File: src/rtl/uart_pkg.sv
// Shared UART types and constants for the receive and transmit sides.
package uart_pkg;

  typedef enum logic [1:0] {IDLE, START, DATA, STOP} uart_state_t;

  localparam int unsigned DATA_BITS      = 8;
  localparam int unsigned CLOCK_FREQ_DEF = 10_000_000;
  localparam int unsigned BAUD_RATE_DEF  = 9600;
  localparam int unsigned OVERSAMPLE_DEF = 16;

  // Clocks per oversample tick, truncated; never below 1 so the divider stays legal.
  function automatic int unsigned tick_div(input int unsigned freq,
                                           input int unsigned baud,
                                           input int unsigned os);
    int unsigned div;
    div = freq / (baud * os);
    return (div < 1) ? 1 : div;
  endfunction

endpackage

File: src/rtl/uart_baud_tick.sv
// Free-running divider producing a one-clock oversample tick enable.
module uart_baud_tick import uart_pkg::*; #(
  parameter int unsigned clock_freq = CLOCK_FREQ_DEF,
  parameter int unsigned baud_rate  = BAUD_RATE_DEF,
  parameter int unsigned OVERSAMPLE = OVERSAMPLE_DEF
) (
  input  logic clk,
  input  logic rst,
  output logic tick
);

  localparam int unsigned TICK_DIV = tick_div(clock_freq, baud_rate, OVERSAMPLE);
  localparam int unsigned CW       = (TICK_DIV > 1) ? $clog2(TICK_DIV) : 1;

  logic [CW-1:0] cnt_q, cnt_d;

  assign tick = (cnt_q == CW'(TICK_DIV - 1));

  always_comb begin
    cnt_d = cnt_q + CW'(1);
    if (tick) cnt_d = '0;
  end

  always_ff @(posedge clk) begin
    if (!rst) cnt_q <= '0;
    else      cnt_q <= cnt_d;
  end

endmodule

File: src/rtl/uart_rx.sv
// 8N1 UART receiver: 2-FF input sync, 16x oversampled FSM, byte strobe and framing-error strobe.
module uart_rx import uart_pkg::*; #(
  parameter int unsigned clock_freq = CLOCK_FREQ_DEF,
  parameter int unsigned baud_rate  = BAUD_RATE_DEF,
  parameter int unsigned OVERSAMPLE = OVERSAMPLE_DEF
) (
  input  logic                 clk,
  input  logic                 rst,
  input  logic                 rx,
  output logic [DATA_BITS-1:0] rx_data,
  output logic                 rx_done,
  output logic                 rx_err,
  output logic                 rx_busy
);

  localparam int unsigned SW = $clog2(OVERSAMPLE);
  localparam int unsigned BW = $clog2(DATA_BITS);
  localparam logic [SW-1:0] HALF_LAST = SW'(OVERSAMPLE / 2 - 1);
  localparam logic [SW-1:0] BIT_LAST  = SW'(OVERSAMPLE - 1);
  localparam logic [BW-1:0] IDX_LAST  = BW'(DATA_BITS - 1);

  logic tick;

  uart_baud_tick #(
    .clock_freq (clock_freq),
    .baud_rate  (baud_rate),
    .OVERSAMPLE (OVERSAMPLE)
  ) u_tick (
    .clk  (clk),
    .rst  (rst),
    .tick (tick)
  );

  logic                 rx_meta_q, rx_s_q;
  uart_state_t          state_q, state_d;
  logic [SW-1:0]        scnt_q, scnt_d;
  logic [BW-1:0]        bidx_q, bidx_d;
  logic [DATA_BITS-1:0] shreg_q, shreg_d;
  logic [DATA_BITS-1:0] data_q, data_d;
  logic                 done_q, done_d;
  logic                 err_q, err_d;

  always_ff @(posedge clk) begin
    if (!rst) begin
      rx_meta_q <= 1'b1;
      rx_s_q    <= 1'b1;
    end else begin
      rx_meta_q <= rx;
      rx_s_q    <= rx_meta_q;
    end
  end

  // START waits half a bit so every later sample lands mid-bit; STOP exits mid-stop-bit.
  always_comb begin
    state_d = state_q;
    scnt_d  = scnt_q;
    bidx_d  = bidx_q;
    shreg_d = shreg_q;
    data_d  = data_q;
    done_d  = 1'b0;
    err_d   = 1'b0;
    if (tick) begin
      case (state_q)
        IDLE: begin
          if (!rx_s_q) begin
            state_d = START;
            scnt_d  = '0;
          end
        end
        START: begin
          if (scnt_q == HALF_LAST) begin
            scnt_d = '0;
            if (!rx_s_q) begin
              state_d = DATA;
              bidx_d  = '0;
            end else begin
              state_d = IDLE;
            end
          end else begin
            scnt_d = scnt_q + SW'(1);
          end
        end
        DATA: begin
          if (scnt_q == BIT_LAST) begin
            scnt_d  = '0;
            shreg_d = {rx_s_q, shreg_q[DATA_BITS-1:1]};
            if (bidx_q == IDX_LAST) state_d = STOP;
            else                    bidx_d  = bidx_q + BW'(1);
          end else begin
            scnt_d = scnt_q + SW'(1);
          end
        end
        STOP: begin
          if (scnt_q == BIT_LAST) begin
            scnt_d  = '0;
            state_d = IDLE;
            if (rx_s_q) begin
              data_d = shreg_q;
              done_d = 1'b1;
            end else begin
              err_d = 1'b1;
            end
          end else begin
            scnt_d = scnt_q + SW'(1);
          end
        end
        default: state_d = IDLE;
      endcase
    end
  end

  always_ff @(posedge clk) begin
    if (!rst) begin
      state_q <= IDLE;
      scnt_q  <= '0;
      bidx_q  <= '0;
      shreg_q <= '0;
      data_q  <= '0;
      done_q  <= 1'b0;
      err_q   <= 1'b0;
    end else begin
      state_q <= state_d;
      scnt_q  <= scnt_d;
      bidx_q  <= bidx_d;
      shreg_q <= shreg_d;
      data_q  <= data_d;
      done_q  <= done_d;
      err_q   <= err_d;
    end
  end

  assign rx_data = data_q;
  assign rx_done = done_q;
  assign rx_err  = err_q;
  assign rx_busy = (state_q != IDLE);

endmodule

File: config.mk
export PLATFORM = sky130hd
export DESIGN_NAME = uart_rx
export DESIGN_NICKNAME = d
export VERILOG_FILES = /design/src/rtl/uart_pkg.sv /design/src/rtl/uart_baud_tick.sv /design/src/rtl/uart_rx.sv
export SDC_FILE = /design/constraint.sdc
export NUM_CORES = 1
export LEC_CHECK = 0
export CELL_PAD_IN_SITES_DETAIL_PLACEMENT = 1
export CELL_PAD_IN_SITES_GLOBAL_PLACEMENT = 2
export CORE_MARGIN = 3
export CORE_UTILIZATION = 34
export DETAILED_ROUTE_END_ITERATION = 12
export PLACE_DENSITY_LB_ADDON = 0.1
export SYNTH_ARGS = -nofsm -noshare
export SYNTH_HDL_FRONTEND = slang
export SYNTH_SLANG_ARGS = --single-unit
File: constraint.sdc
create_clock -name clk -period 2.1 [get_ports clk]
set_input_delay 0.315 -clock clk [delete_from_list [all_inputs] [get_ports clk]]
set_output_delay 0.315 -clock clk [all_outputs]
set_load 0.005 [all_outputs]
Yosys cells after proc, flatten, opt, wreduce, memory -nomap -nowiden
Index checks and enable logic that the tools add are counted. W data, S select, Z words.

Add/sub/neg operators: 3. Eq/ne operators: 14. Multiplexer cells: 18. Bitwise logic cells: 1. Reductions and logical operators: 11.

Operator list (number): $ne A2 B2 Y1 const B (7); $mux W2 (6); $mux W3 (4); $mux W4 (3); $pmux W4 S3 (1); $reduce_and A6 Y1 (2); $pmux W2 S4 (1); $reduce_and A4 Y1 (2); $add A7 B1 Y7 const B (1); $eq A7 B7 Y1 const B (1); $pmux W3 S2 (1); $add A4 B1 Y4 const B (1); $eq A2 B2 Y1 const B (2); $eq A4 B3 Y1 const B (1); $eq A4 B4 Y1 const B (1); $reduce_bool A2 Y1 (2); $reduce_or A2 Y1 (2); $add A3 B1 Y3 const B (1); $eq A3 B3 Y1 const B (1); $reduce_and A3 Y1 (1); $eq A2 B1 Y1 const B (1); $logic_not A2 Y1 (1); $mux W1 (2); $reduce_and A2 Y1 (1); $not A1 Y1 (1).

Flip-flop bits (word level): 36. Input port bits: 3. Output and inout bits: 11. Word-level logic and storage cells: 57.

Logic depth before layout (Yosys ltp)
Depth in word-level cells: 4. Gate-level depth with buffers: 7. Mapped depth without buffers: 6.

Hierarchy
Synthesis repeated with hierarchy kept, for this count alone.

Cells, all modules: 158. Area, all modules: 1590.3 µm².

By module, submodules not included: uart_rx (instances 1, cells an instance 123, area an instance 1276.2 µm², sequential area each 580.6 µm²); uart_baud_tick (instances 1, cells an instance 35, area an instance 314.1 µm², sequential area each 140.1 µm²).

Worst setup path before layout
OpenSTA, ideal clock, no wires.

Kind: flip-flop to flip-flop. Start point: reg u_tick.cnt_q[4]. End point: reg data_q[0] (netlist: rx_data[0]). Setup time: 128 ps. Arrival: 1773 ps. Data required time: 1972 ps. Setup slack: 200 ps. Stages on the path, launching flop included: 6. Buffers on the path: 1. Period minus slack after synthesis: 1900 ps. Cell sequence: dfxtp_1 or4_1 buf_2 nor4_4 mux2i_1 nor2_1.

Longest elaborated chain between the ends: 2.

Ends and longest elaborated chain: start: declaration (RTL line uart_baud_tick.sv:15) `logic [CW-1:0] cnt_q, cnt_d;`; start signal: assignment (RTL line uart_baud_tick.sv:26) `else cnt_q <= cnt_d;`; $eq A7 B7 Y1 (RTL line uart_baud_tick.sv:17) `assign tick = (cnt_q == CW'(TICK_DIV - 1));`; $reduce_and A4 Y1 (no line); end signal: assignment (RTL line uart_rx.sv:126) `data_q <= data_d;`; end: declaration (RTL line uart_rx.sv:39) `logic [DATA_BITS-1:0] data_q, data_d;`.

Every way passes these cells. A chain may end at the register's enable or synchronous reset.

Worst setup path in the final report
Start point: reg u_tick.cnt_q[4]. End point: reg scnt_q[0].

Longest elaborated chain between the ends: 2.

Ends and longest elaborated chain: $eq A7 B7 Y1 (RTL line uart_baud_tick.sv:17); $reduce_and A2 Y1 (no line); end signal: assignment (RTL line uart_rx.sv:123) `scnt_q <= scnt_d;`; end: declaration (RTL line uart_rx.sv:36) `logic [SW-1:0] scnt_q, scnt_d;`.

Every way passes these cells.

==> flow_results.xml <==
<?xml version="1.0" encoding="UTF-8"?>
<metrics>
  <group name="run_status">
    <metric name="status" unit="">complete, no violations</metric>
  </group>
  <group name="synth">
    <metric name="synthDistinctLibCells" unit="">32</metric>
    <metric name="library_cell_with_the_highest_instance_count_after_synthesis" unit="">dfxtp_1</metric>
    <metric name="main_flop_type_after_synthesis" unit="">dfxtp_1</metric>
    <metric name="syn_avg_cell_area" unit="µm²">8.950</metric>
    <metric name="synth_top_area_share" unit="%">47.37</metric>
    <metric name="synth.net_count" unit="">178</metric>
    <metric name="ys_ff_latch" unit="">36</metric>
    <metric name="synth-warning-count" unit="">0</metric>
    <metric name="synth.yosys.seq_area_share" unit="%">47.37</metric>
    <metric name="synth_top_area_cell" unit="">dfxtp_1</metric>
    <metric name="post_synth_inst_count" unit="">170</metric>
    <metric name="synthesis.area" unit="mm²">0.001521</metric>
    <metric name="edff_count_synth" unit="">0</metric>
    <metric name="synth_async_sr_flop_share" unit="%">0</metric>
    <metric name="synth.cells.most_frequent" unit="">dfxtp_1 (36), nand2_1 (22), nor2_1 (19)</metric>
    <metric name="synth.area.top_cells" unit="">dfxtp_1 (47%), mux2i_1 (8.6%), nand2_1 (5.4%), nor2_1 (4.7%), nand3_1 (4.6%)</metric>
  </group>
  <group name="layout">
    <metric name="nFillCells" unit="">493</metric>
    <metric name="synthToLayoutAreaGrowth" unit="%">19.16</metric>
    <metric name="layout.area.seq" unit="µm²">720.7</metric>
    <metric name="area_of_the_multi_input_gates" unit="µm²">745.7</metric>
    <metric name="total_inserted_antenna_cells" unit="">0</metric>
    <metric name="layout-drive-gt1-share" unit="%">7.979</metric>
    <metric name="layout.nets" unit="">195</metric>
    <metric name="final_instance_area" unit="mm²">0.001813</metric>
  </group>
  <group name="setup_path">
    <metric name="crit_path_kind" unit="">flip-flop to flip-flop</metric>
    <metric name="critical_path.reg2reg.endpoint" unit="">scnt_q[0]$_SDFFE_PN0P_</metric>
    <metric name="worst-path-max-fanout" unit="">7</metric>
    <metric name="worst_r2r_startpoint" unit="">u_tick.cnt_q[4]$_SDFF_PP0_</metric>
    <metric name="r2r.worst_path.cells" unit="">4</metric>
    <metric name="worst_endpoint_required_time" unit="ns">2.31</metric>
    <metric name="timing.critical_path.from" unit="">u_tick.cnt_q[4]$_SDFF_PP0_</metric>
    <metric name="critical_path.startpoint_type" unit="">flip-flop</metric>
    <metric name="critical_path.endpoint_type" unit="">flip-flop</metric>
    <metric name="cp_data_arrival_time" unit="ns">2.14</metric>
    <metric name="rrSetupSlack" unit="ns">0.17</metric>
  </group>
  <group name="routing">
    <metric name="routed.top_layer" unit="">met4</metric>
    <metric name="wl_met3" unit="µm">99</metric>
    <metric name="drt-wirelength-per-cell" unit="µm">14.65</metric>
    <metric name="via_count" unit="">1260</metric>
    <metric name="drt_pre_antenna_iters" unit="">4</metric>
    <metric name="dr.first_iter.drc_count" unit="">87</metric>
    <metric name="vias_per_cell" unit="">5.294</metric>
    <metric name="final_antenna_net_count" unit="">0</metric>
    <metric name="finalWirelength" unit="µm">3486</metric>
    <metric name="route.layer.met1.wl" unit="µm">1733</metric>
    <metric name="detail_route.drc_violations" unit="">0</metric>
    <metric name="total_met2_wirelength_after_detailed_routing" unit="µm">1601</metric>
  </group>
  <group name="clock_network">
    <metric name="clockRootBuffer" unit="">clkbuf_8</metric>
    <metric name="clock_sinks" unit="">36</metric>
    <metric name="cts.clk_slew.worst_paths" unit="ns">0.08</metric>
    <metric name="cts_buffer_count" unit="">5</metric>
    <metric name="buffer_levels_on_the_longest_clock_path" unit="">2</metric>
    <metric name="cts_max_level" unit="">2</metric>
    <metric name="cts_resized" unit="">0</metric>
    <metric name="cts_tree" unit="">yes</metric>
    <metric name="clkLatencyLatePin" unit="ns">0.29</metric>
    <metric name="cts_setup_buffers" unit="">0</metric>
    <metric name="cts.hold.buffers_added" unit="">0</metric>
  </group>
  <group name="die">
    <metric name="floorplan.die.width" unit="µm">72.90</metric>
    <metric name="die_area" unit="mm²">0.005314</metric>
    <metric name="boundaryPins" unit="">14</metric>
    <metric name="floorplan_core_area" unit="mm²">0.004144</metric>
    <metric name="dieHeight" unit="µm">72.90</metric>
    <metric name="core.rowCount" unit="">23</metric>
    <metric name="start_util" unit="%">36.71</metric>
  </group>
  <group name="placed_design">
    <metric name="io_buffers" unit="">13</metric>
    <metric name="dpl_cell_area" unit="mm²">0.001719</metric>
    <metric name="detailedPlace.worstSlack" unit="ns">0.1879</metric>
    <metric name="dp_hpwl" unit="µm">2407</metric>
    <metric name="globalplace.congestion" unit="">0.8339</metric>
  </group>
  <group name="sta">
    <metric name="setup-violations-final" unit="">0</metric>
    <metric name="rsz0062_at_grt" unit="">no</metric>
    <metric name="number_of_pins_with_negative_max_slew_slack_in_the_final_report" unit="">0</metric>
    <metric name="worst-slew-pin-transition" unit="ns">0.4746</metric>
    <metric name="finalHoldViolations" unit="">0</metric>
    <metric name="fin_worst_hold_slack" unit="ns">0.4193</metric>
    <metric name="final.setup.tns" unit="ns">0</metric>
    <metric name="skew" unit="ns">0.008585</metric>
    <metric name="setup_ws" unit="ns">0.1702</metric>
    <metric name="post-route-min-period" unit="ns">1.930</metric>
    <metric name="slew-limit-headroom" unit="%">68.33</metric>
    <metric name="timing.fmax" unit="GHz">0.5182</metric>
    <metric name="min_period_over_period" unit="%">91.90</metric>
  </group>
  <group name="power_and_ir_drop">
    <metric name="report.power.total" unit="µW">1247</metric>
    <metric name="leakage_power" unit="µW">0.0006745</metric>
    <metric name="power.density" unit="mW/mm²">688.0</metric>
    <metric name="vdd.ir_drop.worst" unit="µV">322.8</metric>
  </group>
  <group name="hold_path">
    <metric name="hold_path_class" unit="">flip-flop to flip-flop</metric>
    <metric name="holdCritStartpoint" unit="">rx_meta_q$_SDFF_PN1_</metric>
    <metric name="worst_hold_path.num_cells" unit="">1</metric>
    <metric name="holdPathEnd" unit="">rx_s_q$_SDFF_PN1_</metric>
  </group>
  <group name="global_route">
    <metric name="via_count_of_the_first_global_routing_pass" unit="">1368</metric>
    <metric name="grt_max_degree" unit="">31</metric>
    <metric name="grt_first_pass_wirelength" unit="µm">6196</metric>
    <metric name="grt_util_all_layers" unit="%">14.94</metric>
    <metric name="overflow" unit="">0</metric>
    <metric name="antenna_found_initial" unit="">0</metric>
  </group>
  <group name="job">
    <metric name="maxcap_viol_count" unit="">0</metric>
  </group>
</metrics>
==> stage by stage <==
step,utilization (%),cells
global placement,41.49,230
finish,43.75,238
detailed placement,41.49,230
floorplan,-,170
CTS,43.75,238
global route,43.75,238
==> report_power, final <==
part	internal, µW	switching, µW	leakage (µW)	total, µW
registers	689	6.29	0.000291	695
logic	13.0	24.7	0.000339	37.7
clock network	267	248	0.0000445	514
==> worst max-delay path: stages, from the launching register on <==
cell and delay, ns:
dfxtp_1 0.34, or4_1 0.70, or2_1 0.36, or3_1 0.33
a21oi_1 0.13
==> flip-flops by register name (all words and copies together), names as in the netlist, 3 cells and up, named ones only <==
signal / count
rx_data: 8
shreg_q: 8
u_tick.cnt_q: 7
scnt_q: 4
bidx_q: 3
==> kinds of logic (layout without fill, tap and decap cells) <==
family	Yosys count	after routing	share of synthesized area, %
AO/OA/AOI/OAI	20	20	7.894
XOR/XNOR	5	5	2.879
adder cells (fa/ha/maj)	5	5	4.112
buffers and inverters	14	32	3.618
flip-flops	36	36	47.37
multiplexers	13	13	8.552
AND/OR/NAND/NOR	77	77	25.58
==> placed cells by master (no fill, tap or decap), drive strengths merged, types with 2 or more instances in the layout <==
cell type,instances
mux2i,13
o32ai,2
nor4,6
inv,6
nand2b,2
o211ai,2
and3,2
nor2,19
buf,5
clkdlybuf4s50,13
o21ai,9
a21oi,5
dfxtp,36
xor2,2
xnor2,3
ha,5
nand2,22
nand3,14
or3,3
nor2b,2
or2,2
clkbuf,7
==> worst max path at each step <==
| stage | endpoint |
|---|---|
| 3_3_place_gp | scnt_q[0]$_SDFFE_PN0P_ |
| 2_1_floorplan | rx_data[0]$_SDFFE_PN0P_ |
| 5_1_grt | rx_data[4]$_SDFFE_PN0P_ |
| 3_5_place_dp | rx_data[7]$_SDFFE_PN0P_ |
| 4_1_cts | scnt_q[0]$_SDFFE_PN0P_ |
| 6_report | scnt_q[0]$_SDFFE_PN0P_ |
==> per-layer routing <==
metal  track usage (%)  vias up
met5                 0        -
met4             6.967        0
met3             3.581        6
met2             22.34       17
met1             20.22      618
li1                  -      619
==> cell type report <==
type	instances	area share, %
Clock buffer	7	4.762
Multi-Input combinational cell	120	41.13
Clock inverter	1	0.4141
Inverter	6	1.242
Timing Repair Buffer	18	9.248
Tap cell	50	3.451
Sequential cell	36	39.75
Note: power is estimated with default switching activity, not from simulation.
